File: config.mk
export PLATFORM = sky130hd
export DESIGN_NAME = siteswap_loader
export DESIGN_NICKNAME = d
export VERILOG_FILES = /design/src/rtl/siteswap_loader.sv
export SDC_FILE = /design/constraint.sdc
export NUM_CORES = 1
export LEC_CHECK = 0
export BUFFER_PORTS_ARGS = -buffer_cell sky130_fd_sc_hd__buf_2
export CORE_ASPECT_RATIO = 1.1
export CORE_MARGIN = 5
export CORE_UTILIZATION = 40
export DETAILED_ROUTE_END_ITERATION = 16
export PLACE_DENSITY = 0.59
export SYNTH_ARGS = -nofsm -noshare
export SYNTH_HDL_FRONTEND = slang
export SYNTH_SLANG_ARGS = --single-unit
File: constraint.sdc
create_clock -name clk_in -period 3.4 [get_ports clk_in]
set_clock_uncertainty 0.15 [all_clocks]
set_input_delay 0.17 -clock clk_in [delete_from_list [all_inputs] [get_ports clk_in]]
set_output_delay 0.17 -clock clk_in [all_outputs]
set_load 0.01 [all_outputs]
File: src/rtl/siteswap_loader.sv
// Collects siteswap digits, then checks divisibility (repeated subtraction) and landing collisions.
// Commit to DONE/ERROR within 8 + 7*14 cycles; digit/commit strobes are dropped while busy_out is high.
module siteswap_loader #(
  parameter int MAX_LEN = 7
) (
  input  logic                     clk_in,
  input  logic                     rst_in,
  input  logic [2:0]               digit_in,
  input  logic                     digit_valid_in,
  input  logic                     commit_in,
  output logic [MAX_LEN-1:0][2:0]  pattern_out,
  output logic [2:0]               pattern_len_out,
  output logic [2:0]               num_balls_out,
  output logic                     pattern_valid_out,
  output logic                     error_out,
  output logic                     busy_out
);

  typedef enum logic [2:0] {
    S_IDLE,
    S_COLLECT,
    S_DIVIDE,
    S_CHECK,
    S_DONE,
    S_ERROR
  } state_t;

  localparam logic [2:0] LMAX = 3'(MAX_LEN);
  localparam logic [2:0] QMAX = 3'd7;

  state_t              r_state;
  state_t              w_state_nx;
  logic [2:0]          r_len;
  logic [5:0]          r_sum;
  logic [5:0]          r_rem;
  logic [2:0]          r_q;
  logic [2:0]          r_idx;
  logic [3:0]          r_land;
  logic [MAX_LEN-1:0]  r_mask;

  logic       w_open;
  logic       w_collect;
  logic       w_take;
  logic       w_ovf;
  logic       w_commit;
  logic [2:0] w_len_nx;
  logic [5:0] w_sum_nx;
  logic [5:0] w_sum_eff;
  logic       w_div_ge;
  logic       w_land_ge;
  logic       w_hit;
  logic       w_last;
  logic [2:0] w_idx_nx;
  logic [3:0] w_land_nx;

  assign w_open    = (r_state == S_IDLE) || (r_state == S_DONE) || (r_state == S_ERROR);
  assign w_collect = (r_state == S_COLLECT);
  assign w_ovf     = digit_valid_in && w_collect && (r_len == LMAX);
  assign w_take    = digit_valid_in && (w_open || (w_collect && (r_len != LMAX)));
  // A commit with no digit outside COLLECT has nothing to validate.
  assign w_commit  = commit_in && ((w_collect && !w_ovf) || (w_open && digit_valid_in));
  assign w_len_nx  = w_open ? 3'd1 : (r_len + 3'd1);
  assign w_sum_nx  = w_open ? {3'b000, digit_in} : (r_sum + {3'b000, digit_in});
  assign w_sum_eff = w_take ? w_sum_nx : r_sum;

  assign w_div_ge  = (r_rem >= {3'b000, r_len});
  assign w_land_ge = (r_land >= {1'b0, r_len});
  assign w_hit     = r_mask[r_land[2:0]];
  assign w_last    = (r_idx == (r_len - 3'd1));
  assign w_idx_nx  = r_idx + 3'd1;
  assign w_land_nx = {1'b0, w_idx_nx} + {1'b0, pattern_out[w_idx_nx]};

  always_ff @(posedge clk_in or posedge rst_in) begin
    if (rst_in) begin
      r_state <= S_IDLE;
    end else begin
      r_state <= w_state_nx;
    end
  end

  always_comb begin
    w_state_nx = r_state;
    case (r_state)
      S_IDLE, S_DONE, S_ERROR: begin
        if (digit_valid_in) begin
          w_state_nx = w_commit ? S_DIVIDE : S_COLLECT;
        end
      end
      S_COLLECT: begin
        if (w_ovf) begin
          w_state_nx = S_ERROR;
        end else if (w_commit) begin
          w_state_nx = S_DIVIDE;
        end
      end
      S_DIVIDE: begin
        if (w_div_ge) begin
          if (r_q == QMAX) begin
            w_state_nx = S_ERROR;
          end
        end else begin
          w_state_nx = (r_rem != 6'd0) ? S_ERROR : S_CHECK;
        end
      end
      S_CHECK: begin
        if (!w_land_ge) begin
          if (w_hit) begin
            w_state_nx = S_ERROR;
          end else if (w_last) begin
            w_state_nx = S_DONE;
          end
        end
      end
      default: w_state_nx = S_IDLE;
    endcase
  end

  always_comb begin
    pattern_valid_out = (r_state == S_DONE);
    error_out         = (r_state == S_ERROR);
    busy_out          = (r_state == S_DIVIDE) || (r_state == S_CHECK);
  end

  always_ff @(posedge clk_in or posedge rst_in) begin
    if (rst_in) begin
      pattern_out     <= '0;
      pattern_len_out <= '0;
      num_balls_out   <= '0;
      r_len           <= '0;
      r_sum           <= '0;
      r_rem           <= '0;
      r_q             <= '0;
      r_idx           <= '0;
      r_land          <= '0;
      r_mask          <= '0;
    end else begin
      if (w_take) begin
        if (w_open) begin
          pattern_out    <= '0;
          pattern_out[0] <= digit_in;
        end else begin
          pattern_out[r_len] <= digit_in;
        end
        r_len <= w_len_nx;
        r_sum <= w_sum_nx;
      end
      if (w_commit) begin
        r_rem <= w_sum_eff;
        r_q   <= '0;
      end
      case (r_state)
        S_DIVIDE: begin
          if (w_div_ge) begin
            if (r_q != QMAX) begin
              r_rem <= r_rem - {3'b000, r_len};
              r_q   <= r_q + 3'd1;
            end
          end else begin
            r_idx  <= '0;
            r_mask <= '0;
            r_land <= {1'b0, pattern_out[0]};
          end
        end
        S_CHECK: begin
          if (w_land_ge) begin
            r_land <= r_land - {1'b0, r_len};
          end else if (!w_hit) begin
            r_mask[r_land[2:0]] <= 1'b1;
            if (w_last) begin
              pattern_len_out <= r_len;
              num_balls_out   <= r_q;
            end else begin
              r_idx  <= w_idx_nx;
              r_land <= w_land_nx;
            end
          end
        end
        default: ;
      endcase
    end
  end

endmodule

# After elaboration in Yosys (flattened, before gate mapping)
# Cells that the tools add are included.
# word_totals
reg_bits	62
out_inout_bits	30
input_bits	7
wordCells	125
# classes
n_mux	46
n_eq_ne	20
n_reduce_logical	24
n_bitwise	3
magnitude_cmp	7
addsub	8
# op_table
operator	n
3-bit 2-to-1 mux	20
6-bit 2-to-1 mux	6
21-bit bitwise mux	1
21-bit 2-to-1 mux	1
7-bit 2-to-1 mux	3
3-bit inequality test, second input constant	6
4-bit 2-to-1 mux	4
7-bit case mux with 2 select lines	1
3-bit equality test, second input constant	4
3-bit by 4-bit < comparator with 1-bit output, second input constant	3
3-bit case mux with 4 select lines	1
4-bit AND reduction	3
2-bit inequality test, second input constant	5
5-bit AND reduction	2
3-bit by 1-bit adder with 3-bit output, second input constant	3
3-bit binary-select mux with 3-bit select	1
3-bit demux with 3-bit select	1
1-bit logical AND	9
4-bit case mux with 2 select lines	1
7-bit OR	1
6-bit by 3-bit adder with 6-bit output	1
3-bit by 2-bit equality test with 1-bit output, second input constant	2
3-bit by 1-bit >= comparator with 1-bit output, second input constant	2
6-bit by 3-bit >= comparator with 1-bit output	1
20 further kinds	26

# Logic depth before layout (Yosys ltp)
# logic_depth
ltp_word	11
mapped_depth	13
ltp_nobuf	12

# Worst setup path after synthesis
# OpenSTA, ideal clock, no wires.
# synth_path
kind	reg-to-reg
startpoint	reg r_idx[1]
endpoint	reg r_land[2]
t_required_ns	3.125
stages_incl_launch_ff	13
t_arrival_ns	2.886
slack_ns	0.239
period_less_slack_ns	3.161
cell_sequence	dfrtp_1 > ha_1 > clkbuf_1 > mux4_2 > nand2_1 > o21ai_0 > ha_1 > fa_1 > xnor2_1 > nand2_1 > o21ai_0 > o21ai_0 > mux2_2
# synth_via
elab_chain_len	8
word_cells_on_any_way	11
classes_between	add/sub: 2; eq/ne: 2; mux: 6; reduce/logical: 1
# synth_lines
element	line_no	source
start, declared	37	logic [2:0] r_idx;
start signal, assigned	173	r_idx <= w_idx_nx;
3-bit by 1-bit adder with 3-bit output	70	assign w_idx_nx = r_idx + 3'd1;
3-bit binary-select mux with 3-bit select	71	assign w_land_nx = {1'b0, w_idx_nx} + {1'b0, pattern_out[w_idx_nx]};
3-bit 2-to-1 mux (implied by the code)	71	
3-bit by 3-bit adder with 4-bit output	71	
4-bit 2-to-1 mux	169	if (w_last) begin
4-bit 2-to-1 mux	167	end else if (!w_hit) begin
4-bit 2-to-1 mux	165	if (w_land_ge) begin
4-bit case mux with 2 select lines	151	case (r_state)
end signal, assigned	161	r_land <= {1'b0, pattern_out[0]};
end signal, assigned	166	r_land <= r_land - {1'b0, r_len};
end signal, assigned	174	r_land <= w_land_nx;
end, declared	38	logic [3:0] r_land;
# Parallel ways exist; a longest one is shown, timed or not. The select of a mux whose other input is x is not followed.
# A chain may end at the register's enable or synchronous reset.

# Worst setup path in the final report
# Ends and elaborated chain as after synthesis.

==> results_dict.tcl <==
set metrics [dict create \
    outcome "finished clean" \
    fin_crit_ps 2890 \
    hold-worst-slack_ps 17.8 \
    setup_viol 0 \
    final_common_cell "dfrtp_1" \
    p_comb_share_pct 49.6 \
    dr.first_iter.drc_count 121 \
    post-route-period-util_pct 85.1 \
    worstPathRequired_ps 3480 \
    cp_max_fo 9 \
    crit_path_frequent_cell "o21ai_0" \
    via_per_inst 5.44 \
    path_clk_slew_ps 80 \
    area_growth_pct 15.5 \
    reg2reg_from "r_idx[1]" \
    io_pins 37 \
    p_leak_nw 2.07 \
    core_um2 9210 \
    startpoint_type "register" \
    vias 2967 \
    critPathCaptureType "register" \
    yosys_warnings 0 \
    dieArea_um2 11300 \
    h-tree-depth 3 \
    dp_slack_ps 502 \
    drc_errors 0 \
    p_switching_mw 1.76 \
    routed_wl_mm 9.19 \
    n_antenna_cell 0 \
    firstDrtPassIters 4 \
    place_congestion 0.822 \
    p_total_mw 4.11 \
    synth_nets 411 \
    worst-path-buf-inv 1 \
    setup_slack_ps 505 \
    crit_family "adder cells" \
    critical_path_class "reg -> reg" \
    clkLatencyLatePin_ps 350 \
    rsz0062_at_grt "no" \
    post_drt_wl_per_cell_um 16.9 \
    cts_buffer_depth 2 \
    place.port_buffers 36 \
    initial_core_util_pct 40.4 \
    fmax_mhz 345 \
    antenna_found_initial 0 \
    layout_common_cells "dfrtp_1, nand2_1, o21ai_0, buf_2, nand3_1" \
    clock-sinks 62 \
    worstHoldPathType "in -> reg" \
    grt_pass1_vias 2952 \
    yosys_most_used_dff "dfrtp_1" \
    max-vdd-ir-drop_v 0.000325 \
    cp_slowest_stage_delay_ps 410 \
    grt_pass1_wl_mm 15.0 \
    hold_violations 0 \
    track_usage_pct 16.8 \
    ys_seq_elements 62 \
    cp_cell_sequence "ha_1, buf_4, mux2i_1, nor2_1, a21oi_1, o21ai_0, ha_1, fa_1, xnor2_1, nand2_1, o21ai_0, o21ai_0, mux2_2" \
    p_int_mw 2.35 \
    synth_edf_count 0 \
    report.final.slew_viol_count 0 \
    power_frac_clock_pct 19.7 \
    cts_root_buf "clkbuf_8" \
    synthArstFlopShare_pct 100 \
    cts_resized 0 \
    pwr_density_cell_nw_per_um2 956 \
    seq_area_frac_synth_pct 41.6 \
    sw_frac_of_total_pct 42.8 \
    ant_nets 0 \
    max_slew_margin_pct 50.2 \
    die_w_um 102 \
    max_cap_viol_count 0 \
    fp.dieH_um 111 \
    synthCells 382 \
    tightest_slew_ps 746 \
    rows 37 \
    utilization_pct 46.7 \
    synthDistinctLibCells 61 \
    slowest_stage "dfrtp_1" \
    crit_path_start "r_idx[1]" \
    grt_max_degree 34 \
    cts_tree "done" \
    grt-ovfl-total 0 \
    avgSynthCellArea_um2 9.75 \
    drive_gt1_share_pct 20.1 \
    seqPwrFrac_pct 30.7 \
    place_hpwl_mm 6.94 \
    hp-start "commit_in" \
    cts_made_buffers 9 \
    fin_nets 452 \
    critical_path_arrival_ps 2980 \
    fin_tns_setup_ps 0 \
    syn-cell-area_um2 3730 \
]
[kinds of logic after synthesis]
kind of cell | after synthesis | synth area share, %
fa+ha+maj | 22 | 8.19
simple gates | 137 | 18.2
compound gates | 95 | 17.1
xor+xnor | 10 | 2.72
buf+inv | 33 | 3.96
mux | 23 | 8.23
flops | 62 | 41.6
[registers in the layout (all words and copies together), names as in the netlist]
name and cells:
r_land 4, num_balls_out 3, r_sum 6, r_idx 3
r_q 3, r_state 3, r_rem 6, r_mask 7
pattern_len_out 3, pattern_out 21, r_len 3
[what timing repair did]
action	4_1_cts	5_1_grt
setup endpoints to repair	0	0
buffers inserted	0	0
hold endpoints to repair	36	0
hold buffers	4	0
[power by group through the flow]
stage	Sequential (mW)	Clock, mW	Combinational [mW]
2_1_floorplan	1.18	0	1.61
3_3_place_gp	1.26	0	1.99
3_5_place_dp	1.27	0	2.05
4_1_cts	1.26	0.822	2.06
5_1_grt	1.30	0.854	2.29
6_report	1.26	0.809	2.04
[layer usage]
metal,track usage [%],wire length [um]
met4,5.16,131
met5,0,0
met3,3.34,206
met1,21.8,4220
met2,27.9,4630
[worst paths after layout]
check / to / slack [ps] / depth (start not counted)
min: r_rem[3] / 20 / 3
max: r_land[2] / 510 / 13
max reg2reg: r_land[2] / 510 / 13
min in group asynchronous: pattern_out[4] / 350 / 3
min reg2reg: r_mask[6] / 340 / 1
max in group asynchronous: r_mask[0] / 1860 / 4
[cells in the mapped netlist, types with 3 or more instances]
master / count / share of area (%)
and2_1: 3 / 0.50
fa_1: 4 / 2.1
a22o_1: 5 / 1.2
o21ai_0: 36 / 4.8
nor2_1: 28 / 2.8
a21o_1: 6 / 1.2
mux2_4: 6 / 2.4
o211ai_1: 4 / 0.81
buf_2: 7 / 0.94
xnor2_1: 5 / 1.2
nor3b_1: 3 / 0.60
nand2_1: 42 / 4.2
dfrtp_1: 62 / 42
nand2b_1: 6 / 1.0
and3_1: 3 / 0.50
o31ai_1: 3 / 0.60
xor2_1: 4 / 0.94
a31oi_1: 5 / 0.84
nand3_1: 30 / 4.0
clkbuf_1: 6 / 0.60
a21oi_1: 14 / 1.9
nor2b_1: 4 / 0.67
ha_1: 18 / 6.0
mux2i_1: 7 / 1.9
inv_1: 16 / 1.6
mux4_2: 3 / 1.8
nor3_1: 3 / 0.40
a32o_1: 4 / 1.1
mux2_2: 7 / 2.1
[worst reg2reg max path, cell delays in order, from the launching register on]
cell and delay (ps):
dfrtp_1 410, ha_1 320, buf_4 200, mux2i_1 210, nor2_1 50, a21oi_1 110, o21ai_0 90, ha_1 230
fa_1 390, xnor2_1 150, nand2_1 60, o21ai_0 60, o21ai_0 80, mux2_2 270
[metrics by stage]
step	std cells	cell area (um^2)
2_1_floorplan	382	3730
3_3_place_gp	525	4020
3_5_place_dp	525	4020
4_1_cts	545	4300
5_1_grt	545	4300
6_report	545	4300
[layout make-up]
| cell class | count | area, um^2 |
|---|---|---|
| clock buffers | 9 | 124 |
| clock inverters | 7 | 123 |
| fillers | 901 | 4910 |
| inverters | 16 | 60.1 |
| multi-input cells | 287 | 2030 |
| flip-flops and latches | 62 | 1550 |
| well taps | 117 | 146 |
| repair buffers | 47 | 273 |
Note: power is estimated with default switching activity, not from simulation.
